`src/rtl/clean_cycle_scheduler.sv`:
```
// Hood self-clean sequencer: arms clean mode from standby, counts down in seconds, requests standby on completion.
// Define CLEAN_REMINDER_EN to build the fan run-time accumulator behind clean_reminder.
module clean_cycle_scheduler #(
  parameter int unsigned       MODE_W      = 3,
  parameter logic [MODE_W-1:0] STAND_CODE  = 3'd0,
  parameter logic [MODE_W-1:0] CLEAN_CODE  = 3'd4,
  parameter int unsigned       TICK_DIV    = 100_000_000,
  parameter int unsigned       CLEAN_SECS  = 180,
  parameter int unsigned       CNT_W       = 8,
  parameter int unsigned       ARM_TIMEOUT = 255,
  parameter int unsigned       REMIND_SECS = 36000,
  parameter int unsigned       RUN_W       = 20
) (
  input  logic              clk,
  input  logic              rst,
  input  logic [MODE_W-1:0] current_mode,
  input  logic              clean_mode_toggle,
  input  logic              abort,
  input  logic              fan_running,
  output logic              enter_clean_req,
  output logic              exit_clean_req,
  output logic              clean_active,
  output logic [CNT_W-1:0]  clean_remaining,
  output logic              clean_done,
  output logic              clean_aborted,
  output logic              clean_reminder
);

  localparam int unsigned PRE_W = (TICK_DIV > 1) ? $clog2(TICK_DIV) : 1;
  localparam int unsigned ARM_W = $clog2(ARM_TIMEOUT + 1);

  localparam logic [PRE_W-1:0] PRE_LAST  = PRE_W'(TICK_DIV - 1);
  localparam logic [ARM_W-1:0] ARM_LAST  = ARM_W'(ARM_TIMEOUT - 1);
  localparam logic [CNT_W-1:0] SECS_INIT = CNT_W'(CLEAN_SECS);
  localparam logic [CNT_W-1:0] CNT_ONE   = CNT_W'(1);

  typedef enum logic [1:0] {
    S_IDLE,
    S_ARM,
    S_RUN,
    S_FINISH
  } state_e;

  state_e           state_q;
  logic [PRE_W-1:0] presc_q, presc_d;
  logic [ARM_W-1:0] wait_q;
  logic [CNT_W-1:0] remaining_q;
  logic             enter_q, exit_q, active_q, done_q, aborted_q;
  logic             tick;
  logic             arm_go;

  assign tick   = (presc_q == PRE_LAST);
  assign arm_go = (state_q == S_ARM) && !abort && (current_mode == CLEAN_CODE);

  // Restarting the prescaler on RUN entry makes the first second a full one.
  always_comb begin
    presc_d = tick ? '0 : presc_q + PRE_W'(1);
    if (arm_go) presc_d = '0;
  end

  always_ff @(posedge clk) begin
    if (rst) presc_q <= '0;
    else     presc_q <= presc_d;
  end

  always_ff @(posedge clk) begin
    if (rst) begin
      state_q     <= S_IDLE;
      wait_q      <= '0;
      remaining_q <= '0;
      enter_q     <= 1'b0;
      exit_q      <= 1'b0;
      active_q    <= 1'b0;
      done_q      <= 1'b0;
      aborted_q   <= 1'b0;
    end else begin
      enter_q   <= 1'b0;
      exit_q    <= 1'b0;
      done_q    <= 1'b0;
      aborted_q <= 1'b0;
      case (state_q)
        S_IDLE: begin
          if (clean_mode_toggle && (current_mode == STAND_CODE)) begin
            state_q <= S_ARM;
            wait_q  <= '0;
            enter_q <= 1'b1;
          end
        end
        S_ARM: begin
          wait_q <= wait_q + ARM_W'(1);
          if (abort) begin
            state_q   <= S_IDLE;
            aborted_q <= 1'b1;
          end else if (current_mode == CLEAN_CODE) begin
            state_q     <= S_RUN;
            remaining_q <= SECS_INIT;
            active_q    <= 1'b1;
          end else if (wait_q == ARM_LAST) begin
            state_q <= S_IDLE;
          end
        end
        S_RUN: begin
          // Losing the mode or an abort wins over a coincident final tick.
          if (abort || (current_mode != CLEAN_CODE)) begin
            state_q     <= S_IDLE;
            remaining_q <= '0;
            active_q    <= 1'b0;
            aborted_q   <= 1'b1;
          end else if (tick) begin
            if (remaining_q == CNT_ONE) begin
              remaining_q <= '0;
              state_q     <= S_FINISH;
            end else begin
              remaining_q <= remaining_q - CNT_ONE;
            end
          end
        end
        S_FINISH: begin
          done_q   <= 1'b1;
          exit_q   <= 1'b1;
          active_q <= 1'b0;
          state_q  <= S_IDLE;
        end
        default: state_q <= S_IDLE;
      endcase
    end
  end

`ifdef CLEAN_REMINDER_EN
  localparam logic [RUN_W-1:0] REMIND_MAX = RUN_W'(REMIND_SECS);

  logic [RUN_W-1:0] acc_q, acc_d;
  logic             reminder_q;

  always_comb begin
    acc_d = acc_q;
    if (state_q == S_FINISH)
      acc_d = '0;
    else if (tick && fan_running && (acc_q != REMIND_MAX))
      acc_d = acc_q + RUN_W'(1);
  end

  always_ff @(posedge clk) begin
    if (rst) begin
      acc_q      <= '0;
      reminder_q <= 1'b0;
    end else begin
      acc_q      <= acc_d;
      reminder_q <= (acc_d == REMIND_MAX);
    end
  end

  assign clean_reminder = reminder_q;
`else
  logic [RUN_W:0] unused_cfg;
  assign unused_cfg     = {fan_running, RUN_W'(REMIND_SECS)};
  assign clean_reminder = 1'b0;
`endif

  assign enter_clean_req = enter_q;
  assign exit_clean_req  = exit_q;
  assign clean_active    = active_q;
  assign clean_remaining = remaining_q;
  assign clean_done      = done_q;
  assign clean_aborted   = aborted_q;

endmodule
```
`config.mk`:
```
export PLATFORM = sky130hd
export DESIGN_NAME = clean_cycle_scheduler
export DESIGN_NICKNAME = d
export VERILOG_FILES = /design/src/rtl/clean_cycle_scheduler.sv
export SDC_FILE = /design/constraint.sdc
export NUM_CORES = 1
export LEC_CHECK = 0
export CAP_MARGIN = 20
export CORE_MARGIN = 8
export CORE_UTILIZATION = 40
export DETAILED_ROUTE_END_ITERATION = 6
export PLACE_DENSITY = 0.61
export RECOVER_POWER = 25
export SKIP_LAST_GASP = 1
export SYNTH_ARGS = -nofsm -noshare
export SYNTH_HDL_FRONTEND = slang
export SYNTH_SLANG_ARGS = --single-unit
```
`constraint.sdc`:
```
create_clock -name clk -period 4.2 [get_ports clk]
set_input_delay 0.63 -clock clk [delete_from_list [all_inputs] [get_ports clk]]
set_output_delay 0.63 -clock clk [all_outputs]
set_load 0.005 [all_outputs]
```
==> impl_summary.txt <==
----------------------------------------------------
[Clock network]
  Clk sinks ... 49
  Worst-path clk slew ... 0.09 ns
  Clock buffers created by TritonCTS ... 5
  CTS tree ... yes
  Post CTS Setup Buffer Count ... 0
  Maximum buffer depth of the clock tree ... 2
  Later-pin clock latency in the skew report ... 0.30 ns
  CTS H-tree lvls ... 2
  Number of buffers inserted by hold repair at cts ... 0
  Clock root buffer master ... clkbuf_8
  Quantity of gates resized following cts ... 0

[Logic synthesis]
  Commonest cells in the synthesized netlist ... nor2_1 (52), dfxtp_1 (49), xnor2_1 (22)
  Distinct cells, synth ... 54
  Share of flip-flops with an asynchronous set or reset ... 0%
  Area of the mapped netlist ... 0.00256 mm2
  #FFs+latches synth ... 49
  Ys Warns ... 0
  Leading area contributor after synthesis ... dfxtp_1
  Synthesized area per cell ... 8.39 um2
  Portion of the post-synthesis area used by sequential elements ... 38.3%
  Cells after synthesis ... 305
  Dominant cell by count in the synthesized netlist ... nor2_1
  Number of flops mapped to enable cells by yosys ... 0
  Most common flop cell mapped by yosys ... dfxtp_1
  Leading cell types by total area after synthesis ... dfxtp_1 (38%), nor2_1 (7.6%), xnor2_1 (7.5%), ha_1 (4.9%), nand3_1 (2.7%)
  Post-Synthesis Net Count ... 323
  Share of Yosys cell area claimed by the top area cell type ... 38.3%

[Status]
  Run status ... finished, final reports clean

[Worst setup path]
  Worst Path Required ... 4.40 ns
  Arrival time at the worst endpoint ... 2.81 ns
  Worst Setup End Kind ... flip-flop
  Critical path launch point type ... input port
  Worst Path Class, Setup ... input port to flip-flop
  Maximum net fanout on the critical path ... 10

[Cells and area]
  Net count, final ... 338
  Number of inserted filler cells in the final layout ... 628
  Share of cells above drive strength 1 ... 5.30%
  N_diodes ... 0
  Area Overhead vs Synth ... 14.0%

[Floorplan]
  Top-level I/O count ... 22
  Initial core utilization ... 40.8%
  Die Area ... 0.00921 mm2
  Die span in x ... 96.0 um
  Core Box Area ... 0.00628 mm2
  Y dimension of the die ... 96.0 um
  Std-Cell Rows ... 29

[Route]
  Remaining antenna violation count ... 0
  Count of vias placed by the detailed router ... 2148
  Violation count after the first detailed-routing iteration ... 82
  Number of design rule violations left after detail routing ... 0
  Total iterations of the first detailed-routing run ... 4
  Via count normalized by instance count ... 5.40
  Routed WL ... 5.39 mm
  Routed WL per cell ... 13.5 um

[STA]
  Endpoints failing hold ... 0
  Least-Margin Pin Slew ... 1.05 ns
  Final clock period utilization by the worst path ... 62.1%
  Maximum clock skew at final layout ... 0.00806 ns
  Sum of negative setup slack ... 0 ns
  Max_slew headroom ... 29.0%
  Setup repair after global routing missed its margin ... no
  Final worst path period need ... 2.61 ns
  Final Worst Setup Slack ... 1.59 ns
  Fin. max-slew vios ... 0
  Maximum operating frequency ... 0.383 GHz
  Number of failing setup endpoints in the final timing report ... 0

[Job]
  Number of maximum-capacitance constraint violations ... 0

[Global route]
  Largest net degree at the start of global routing ... 28
  Antenna violations before repair ... 0
  First-pass GRT wire length ... 9.22 mm
  Vias in the first global route ... 1999
  Overflow after GRT ... 0
  GRT Overall Usage ... 12.3%

[Placed design]
  Routability cong. ... 0.824
  Half-perimeter wire length after detailed placement ... 3.81 mm
  Port Buffer Count ... 19
  Place WS ... 1.39 ns

[Power and ir drop]
  Power per cell area ... 307 mW/mm2
  Leak pwr ... 0.997 nW
  Worst IR drop on VDD ... 131 uV

[Worst hold path]
  Tightest Hold Check Type ... flip-flop to flip-flop

----------------------------------------------------
==> logic make-up (layout without fill, tap and decap cells) <==
| kind of cell | count (synthesis) | after routing | synth area share [%] |
|---|---|---|---|
| other | 1 | 1 | 0.147 |
| xor gates and xnor gates | 30 | 30 | 10.3 |
| AOI/OAI and AO/OA | 43 | 43 | 11.5 |
| DFF | 49 | 49 | 38.3 |
| and+or+nand+nor | 140 | 140 | 28.9 |
| buffers and inverters | 29 | 45 | 4.69 |
| muxes | 3 | 3 | 1.22 |
| adders and majority gates | 10 | 10 | 4.89 |
==> state kept, by name, summed over array words and instances, names as in the netlist <==
name / cells
clean_active: 1
presc_q: 27
clean_done: 1
clean_remaining: 8
wait_q: 8
enter_clean_req: 1
clean_aborted: 1
state_q: 2
==> final cells by class <==
class	instances	area (um2)	share of cell area [%]
Clock buffer	7	86.3	2.96
Clock inverter	1	30.0	1.03
Inverter	16	60.1	2.06
Multi-Input combinational cell	227	1460	50.0
Sequential cell	49	981	33.6
Tap cell	77	96.3	3.30
Timing Repair Buffer	21	205	7.04
==> through the flow <==
| stage | util (%) | std cells | hold slack [ns] | area, um2 | power, mW |
|---|---|---|---|---|---|
| after CTS | 46.5 | 398 | 0.451 | 2920 | 0.910 |
| after global placement | 44.6 | 390 | 0.433 | 2800 | 0.556 |
| final | 46.5 | 398 | 0.450 | 2920 | 0.895 |
| after floorplan | - | 305 | 0.418 | 2560 | 0.534 |
| after detailed placement | 44.6 | 390 | 0.438 | 2800 | 0.557 |
| after global routing | 46.5 | 398 | 0.478 | 2920 | 0.934 |
==> routing by layer <==
layer	part of all wire, %	track usage, %	vias to the layer above
met1	49	15.2	999
met5	0	0	-
met4	1.6	5.51	0
met3	4.0	2.50	9
met2	45	20.0	32
li1	-	-	1108
==> path summary, 6_finish.rpt <==
| check | start | to | slack, ns | depth (start not counted) |
|---|---|---|---|---|
| worst max-delay path | current_mode[1] | clean_remaining[6]$_SDFFE_PP0P_ | 1.59 | 5 |
| worst min-delay path | presc_q[0]$_SDFF_PP0_ | presc_q[0]$_SDFF_PP0_ | 0.45 | 1 |
| worst max register to register | clean_remaining[1]$_SDFFE_PP0P_ | clean_remaining[5]$_SDFFE_PP0P_ | 1.71 | 7 |
| worst min register to register | presc_q[0]$_SDFF_PP0_ | presc_q[0]$_SDFF_PP0_ | 0.45 | 1 |
==> cells in the final DEF (no fill, tap or decap), types with 3 or more instances in the layout <==
cell type,instances
nand2_1,15
nor2_1,52
xnor2_1,22
o311ai_0,3
clkbuf_8,6
nor4_1,9
or2_2,3
ha_1,10
a21oi_1,10
dlygate4sd3_1,14
nor3_1,11
nor4b_1,4
dfxtp_1,49
o31ai_1,4
nand3_1,14
nand4_1,6
clkdlybuf4s50_1,5
xor2_1,8
a31oi_1,3
nor2b_1,4
or3_1,3
inv_1,16
and4_1,3
o21ai_0,6
==> worst max-delay path, stage by stage <==
cell	delay, ns
dlygate4sd3_1	0.59
or4b_1	0.73
nor2_1	0.22
a22oi_1	0.24
o311a_1	0.40
==> report_power, final <==
group          internal [mW]  leakage (nW)  switching (mW)
registers              0.471         0.396         0.00498
clock network          0.194        0.0585           0.157
logic                 0.0274         0.543          0.0409
total                  0.693         0.997           0.202
Note: power is estimated with default switching activity, not from simulation.
